===== config.mk =====
export PLATFORM = sky130hd
export DESIGN_NAME = vga_sync_decoder
export DESIGN_NICKNAME = d
export VERILOG_FILES = /design/src/rtl/vga_timing_pkg.sv /design/src/rtl/sync_fall_detect.sv /design/src/rtl/vga_sync_decoder.sv
export SDC_FILE = /design/constraint.sdc
export NUM_CORES = 1
export LEC_CHECK = 0
export CELL_PAD_IN_SITES_DETAIL_PLACEMENT = 1
export CELL_PAD_IN_SITES_GLOBAL_PLACEMENT = 1
export CORE_MARGIN = 3
export CORE_UTILIZATION = 45
export DETAILED_ROUTE_END_ITERATION = 12
export GPL_ROUTABILITY_DRIVEN = 1
export PLACE_DENSITY = 0.95
export SLEW_MARGIN = 20
export SYNTH_ARGS = -nofsm -noshare
export SYNTH_HDL_FRONTEND = slang
export SYNTH_SLANG_ARGS = --single-unit

===== constraint.sdc =====
create_clock -name clk25 -period 4.4 [get_ports clk25]
set_input_delay 0.66 -clock clk25 [delete_from_list [all_inputs] [get_ports clk25]]
set_output_delay 0.66 -clock clk25 [all_outputs]
set_load 0.01 [all_outputs]

===== src/rtl/vga_timing_pkg.sv =====
// vga_timing_pkg: 640x480@60 timing constants and sync-decoder FSM states
package vga_timing_pkg;
    localparam int VGA_H_TOTAL      = 800;
    localparam int VGA_H_ACTIVE     = 640;
    localparam int VGA_H_SYNC_ALIGN = 657;
    localparam int VGA_V_TOTAL      = 525;
    localparam int VGA_V_ACTIVE     = 480;
    localparam int VGA_V_SYNC_ALIGN = 490;
    localparam int VGA_LOCK_FRAMES  = 2;
    localparam logic [9:0] CNT_MAX  = 10'd1023;

    typedef enum logic [1:0] {SEARCH, CHECK, LOCKED} state_t;
endpackage


===== src/rtl/sync_fall_detect.sv =====
// sync_fall_detect: flags the cycle in which an active-low sync input falls
module sync_fall_detect (
    input  logic clk,
    input  logic rst,
    input  logic sync_in,
    output logic fall
);
    logic prev;

    // Previous-value register idles high so a sync held low out of reset reads as a fall
    always_ff @(posedge clk or posedge rst)
        if (rst) prev <= 1'b1;
        else prev <= sync_in;

    assign fall = prev & ~sync_in;
endmodule


===== src/rtl/vga_sync_decoder.sv =====
// vga_sync_decoder: recovers pixel position and timing lock from VGA sync inputs.
// Define VGA_SYNC_DECODER_STATS_EN to build the saturating lock-loss counter.
module vga_sync_decoder
    import vga_timing_pkg::*;
#(
    parameter int H_TOTAL      = VGA_H_TOTAL,
    parameter int H_ACTIVE     = VGA_H_ACTIVE,
    parameter int H_SYNC_ALIGN = VGA_H_SYNC_ALIGN,
    parameter int V_TOTAL      = VGA_V_TOTAL,
    parameter int V_ACTIVE     = VGA_V_ACTIVE,
    parameter int V_SYNC_ALIGN = VGA_V_SYNC_ALIGN,
    parameter int LOCK_FRAMES  = VGA_LOCK_FRAMES
) (
    input  logic       clk25,
    input  logic       rst,
    input  logic       hsync_in,
    input  logic       vsync_in,
    output logic [9:0] x,
    output logic [9:0] y,
    output logic       video_on,
    output logic       locked,
    output logic [9:0] h_meas,
    output logic [9:0] v_meas,
    output logic       err,
    output logic [7:0] err_count
);
    logic h_fall, v_fall, x_wrap, armed, line_bad_seen, bad_line, frame_good, lock_loss;
    logic [9:0] h_cnt, l_cnt, h_next, l_next;
    logic [7:0] good_cnt;
    state_t state;

    sync_fall_detect u_hfall (.clk(clk25), .rst(rst), .sync_in(hsync_in), .fall(h_fall));
    sync_fall_detect u_vfall (.clk(clk25), .rst(rst), .sync_in(vsync_in), .fall(v_fall));

    assign x_wrap     = !h_fall && x == 10'(H_TOTAL - 1);
    assign h_next     = (h_cnt == CNT_MAX) ? CNT_MAX : h_cnt + 10'd1;
    // A coincident hsync fall is counted into the line total seen by a vsync fall
    assign l_next     = (h_fall && l_cnt != CNT_MAX) ? l_cnt + 10'd1 : l_cnt;
    assign bad_line   = (h_fall && armed && h_next != 10'(H_TOTAL)) || h_cnt == CNT_MAX;
    assign frame_good = l_next == 10'(V_TOTAL) && !line_bad_seen && !bad_line;
    assign lock_loss  = bad_line || (v_fall && !frame_good);
    assign video_on   = locked && x < 10'(H_ACTIVE) && y < 10'(V_ACTIVE);

    // Free-running position, snapped to the sync alignment values on each fall
    always_ff @(posedge clk25 or posedge rst)
        if (rst) begin
            x <= 10'd0;
            y <= 10'd0;
        end else begin
            x <= h_fall ? 10'(H_SYNC_ALIGN) : x_wrap ? 10'd0 : x + 10'd1;
            y <= v_fall ? 10'(V_SYNC_ALIGN) : !x_wrap ? y : (y == 10'(V_TOTAL - 1)) ? 10'd0 : y + 10'd1;
        end

    // Line period and frame length measurement; first hsync fall only arms checking
    always_ff @(posedge clk25 or posedge rst)
        if (rst) begin
            h_cnt         <= 10'd0;
            l_cnt         <= 10'd0;
            h_meas        <= 10'd0;
            v_meas        <= 10'd0;
            armed         <= 1'b0;
            line_bad_seen <= 1'b0;
        end else begin
            h_cnt         <= h_fall ? 10'd0 : h_next;
            l_cnt         <= v_fall ? 10'd0 : l_next;
            line_bad_seen <= v_fall ? 1'b0 : line_bad_seen | bad_line;
            if (h_fall) begin
                h_meas <= h_next;
                armed  <= 1'b1;
            end
            if (v_fall) v_meas <= l_next;
        end

    // Lock FSM with registered locked flag and lock-loss pulse
    always_ff @(posedge clk25 or posedge rst)
        if (rst) begin
            state    <= SEARCH;
            good_cnt <= 8'd0;
            locked   <= 1'b0;
            err      <= 1'b0;
        end else begin
            err <= 1'b0;
            case (state)
                SEARCH: if (v_fall) begin
                    state    <= CHECK;
                    good_cnt <= 8'd0;
                end
                CHECK: if (lock_loss) state <= SEARCH;
                    else if (v_fall) begin
                        good_cnt <= good_cnt + 8'd1;
                        if (good_cnt + 8'd1 == 8'(LOCK_FRAMES)) begin
                            state  <= LOCKED;
                            locked <= 1'b1;
                        end
                    end
                LOCKED: if (lock_loss) begin
                    state  <= SEARCH;
                    locked <= 1'b0;
                    err    <= 1'b1;
                end
                default: state <= SEARCH;
            endcase
        end

`ifdef VGA_SYNC_DECODER_STATS_EN
    // Saturating count of lock-loss pulses
    always_ff @(posedge clk25 or posedge rst)
        if (rst) err_count <= 8'd0;
        else if (err && err_count != 8'hFF) err_count <= err_count + 8'd1;
`else
    assign err_count = 8'd0;
`endif
endmodule


==> impl_metrics.env <==
export IMPL_outcome="finished clean"
export IMPL_start_util=0.476
export IMPL_fillers=971
export IMPL_synthAdderAreaFrac=0.0218
export IMPL_power_density_nw_per_um2=369
export IMPL_setup_viol=0
export IMPL_synth_edf_count=0
export IMPL_fin_area_um2=4750
export IMPL_rsz0062_at_grt="no"
export IMPL_cts_tree="done"
export IMPL_p_leak_uw=0.00204
export IMPL_dp_cells=573
export IMPL_post_route_period_util=0.625
export IMPL_drtPass1Iterations=4
export IMPL_synth_cell_types=58
export IMPL_top_layer="met4"
export IMPL_crit_path_max_fanout=9
export IMPL_route_met3_wl_um=356
export IMPL_fin_util=0.561
export IMPL_vias=3498
export IMPL_synth_seq_cells=76
export IMPL_synthTopCellsByArea="dfrtp_1 46%, nor2_1 5.1%, nand2_1 4.9%"
export IMPL_met1Wirelength_um=4680
export IMPL_synth_top_area_share=0.460
export IMPL_syn_inst=434
export IMPL_setup_worst_path_end_class="register"
export IMPL_wl_per_cell_um=18.7
export IMPL_cts_sinks=76
export IMPL_track_usage=0.226
export IMPL_vias_per_cell=5.95
export IMPL_synth_compound_area_frac=0.140
export IMPL_cp_slowest_cell="clkdlybuf4s50_1"
export IMPL_synth_top_family_by_area="simple AND/OR/NAND/NOR gates"
export IMPL_synth_xor_area_frac=0.0413
export IMPL_async_reset_ff_frac=1.00
export IMPL_post_cts_setup_buffers=0
export IMPL_crit_type="primary input to register"
export IMPL_place_congestion=0.856
export IMPL_cts_buffers=9
export IMPL_chipWidth_um=101
export IMPL_cap_violations=0
export IMPL_syn_cell_area_um2=4030
export IMPL_synth_simple_gate_area_frac=0.264
export IMPL_ctsLongestPathBuffers=2
export IMPL_avgSynthCellArea_um2=9.28
export IMPL_yosys_warnings=0
export IMPL_worstPathCellList="clkdlybuf4s50_1 -> nand2b_1 -> nor3_1 -> mux2i_1 -> and4bb_1 -> nand4_4 -> nor2_4 -> o21a_2 -> o22ai_1"
export IMPL_placement_cell_area_um2=4560
export IMPL_htreeDepth=3
export IMPL_final_nets=490
export IMPL_min_path_type="register to register"
export IMPL_startpoint_type="primary input"
export IMPL_wl_um=11000
export IMPL_max_slew_margin_rel=0.561
export IMPL_ys_seq_area_frac=0.473
export IMPL_synth_flop_cell="dfrtp_1"
export IMPL_skew_ps=14.1
export IMPL_synth_most_common_cell="dfrtp_1"
export IMPL_num_io_pins=55
export IMPL_clkSlewWorstSetupHoldPaths_ps=80
export IMPL_grt_max_degree=47
export IMPL_ys_top_cells_by_count="74 x dfrtp_1, 55 x nor2_1, 53 x nand2_1"
export IMPL_dp_hpwl_um=7650
export IMPL_die_area_um2=10100
export IMPL_ant_nets=0
export IMPL_overflow=0
export IMPL_die_h_um=101
export IMPL_synth_top_area_cell="dfrtp_1"
export IMPL_final_max_slew_viol_count=0
export IMPL_core_area_um2=8460
export IMPL_synth_area_mux_share=0.0177
export IMPL_finalCriticalPeriod_ps=2750
export IMPL_met2_wirelength_um=5740
export IMPL_grt_pass1_vias=3712
export IMPL_cts_resized=0
export IMPL_antenna_found_initial=0
export IMPL_root_buffer="clkbuf_8"
export IMPL_tns_ps=0
export IMPL_cp_required_ps=4640
export IMPL_max_stage_delay_ps=450
export IMPL_worstMarginPinSlew_ps=658
export IMPL_num_rows=33
export IMPL_drive_gt1_frac=0.0787
export IMPL_diodes=0
export IMPL_fin_cells=588
export IMPL_route_detailed_drc=0
export IMPL_cp_arrival_ps=2990
export IMPL_ir_drop_v=0.000170
export IMPL_drt_iter0_markers=203
export IMPL_max_freq_ghz=0.364
export IMPL_cts_hold_buf=0
export IMPL_timing_hold_ws_ps=474
export IMPL_hold_viol_final=0
export IMPL_syn2layout_area_growth_pct=18.0
export IMPL_port_buffers=46
export IMPL_grt_pass1_wl_um=18200
export IMPL_clock_latency_ps=360
-- cell type report --
cell class | instances | area, µm² | area share
flip-flops and latches | 76 | 1900 | 0.401
repair buffers | 52 | 505 | 0.106
well taps | 105 | 131 | 0.0277
clock inverters | 5 | 52.6 | 0.0111
multi-input cells | 331 | 1980 | 0.418
clock buffers | 10 | 138 | 0.0290
inverters | 9 | 33.8 | 0.00711
-- critical path, delay by kind of cell --
kind	cells	cell delay [ps]
buffers and inverters	1	450
AOI/OAI and AO/OA	2	290
and+or+nand+nor	5	1260
muxes	1	320
-- metrics by stage --
stage / total power [µW] / setup WS, ps
floorplan: 1050 / 1800
global placement: 1170 / 1410
detailed placement: 1210 / 1290
CTS: 1760 / 1660
global route: 1830 / 1490
finish: 1750 / 1650
-- cells by family after synthesis --
| group | Yosys count |
|---|---|
| AOI/OAI and AO/OA | 90 |
| xor gates and xnor gates | 19 |
| adders and majority gates | 7 |
| buffers and inverters | 34 |
| DFF | 76 |
| muxes | 7 |
| other | 1 |
| and+or+nand+nor | 200 |
-- placed cells by master, fill, tap and decap left out, types with 6 or more instances in the layout --
cell type        instances
a21oi_1                 19
inv_1                    8
and2_1                   7
nand3_1                 17
clkdlybuf4s50_1         46
xnor2_1                 10
and3_1                  15
clkbuf_8                10
conb_1                   8
buf_4                    6
dfrtp_1                 74
o21ai_0                 33
nand2b_1                 9
nor2_1                  55
ha_1                     7
mux2i_1                  6
xor2_1                   9
nand2_1                 53
-- state kept, by name, indices dropped and copies added, names as in the netlist, 2 cells and up --
signal,flops
x,10
h_meas,10
l_cnt,10
h_cnt,10
v_meas,10
state,2
y,10
good_cnt,8
-- worst paths after layout --
| path | slack, ps | from | depth (start not counted) | endpoint |
|---|---|---|---|---|
| worst max-delay path | 1650 | hsync_in | 9 | good_cnt[1]$_DFFE_PP0P_ |
| max in group asynchronous | 2600 | rst | 3 | state[1]$_DFFE_PP0P_ |
| worst min-delay path | 470 | armed$_DFFE_PP0N_ | 1 | armed$_DFFE_PP0N_ |
| min in group asynchronous | 740 | rst | 2 | h_cnt[3]$_DFF_PP0_ |
| worst max register to register | 1700 | l_cnt[0]$_DFF_PP0_ | 9 | good_cnt[1]$_DFFE_PP0P_ |
| worst min register to register | 470 | armed$_DFFE_PP0N_ | 1 | armed$_DFFE_PP0N_ |
-- power by group --
part / leakage (µW) / internal [µW] / switching [µW] / total (µW)
logic: 0.000969 / 155 / 183 / 339
clock network: 0.0000979 / 272 / 269 / 541
registers: 0.000969 / 768 / 105 / 872
total: 0.00204 / 1190 / 557 / 1750
-- per-layer routing --
metal,GRT usage,vias to the layer above
met2,0.405,98
met5,0,-
met3,0.0318,24
li1,-,1597
met1,0.272,1779
met4,0.0891,0
No activity file was read; power rests on OpenSTA's default activity.
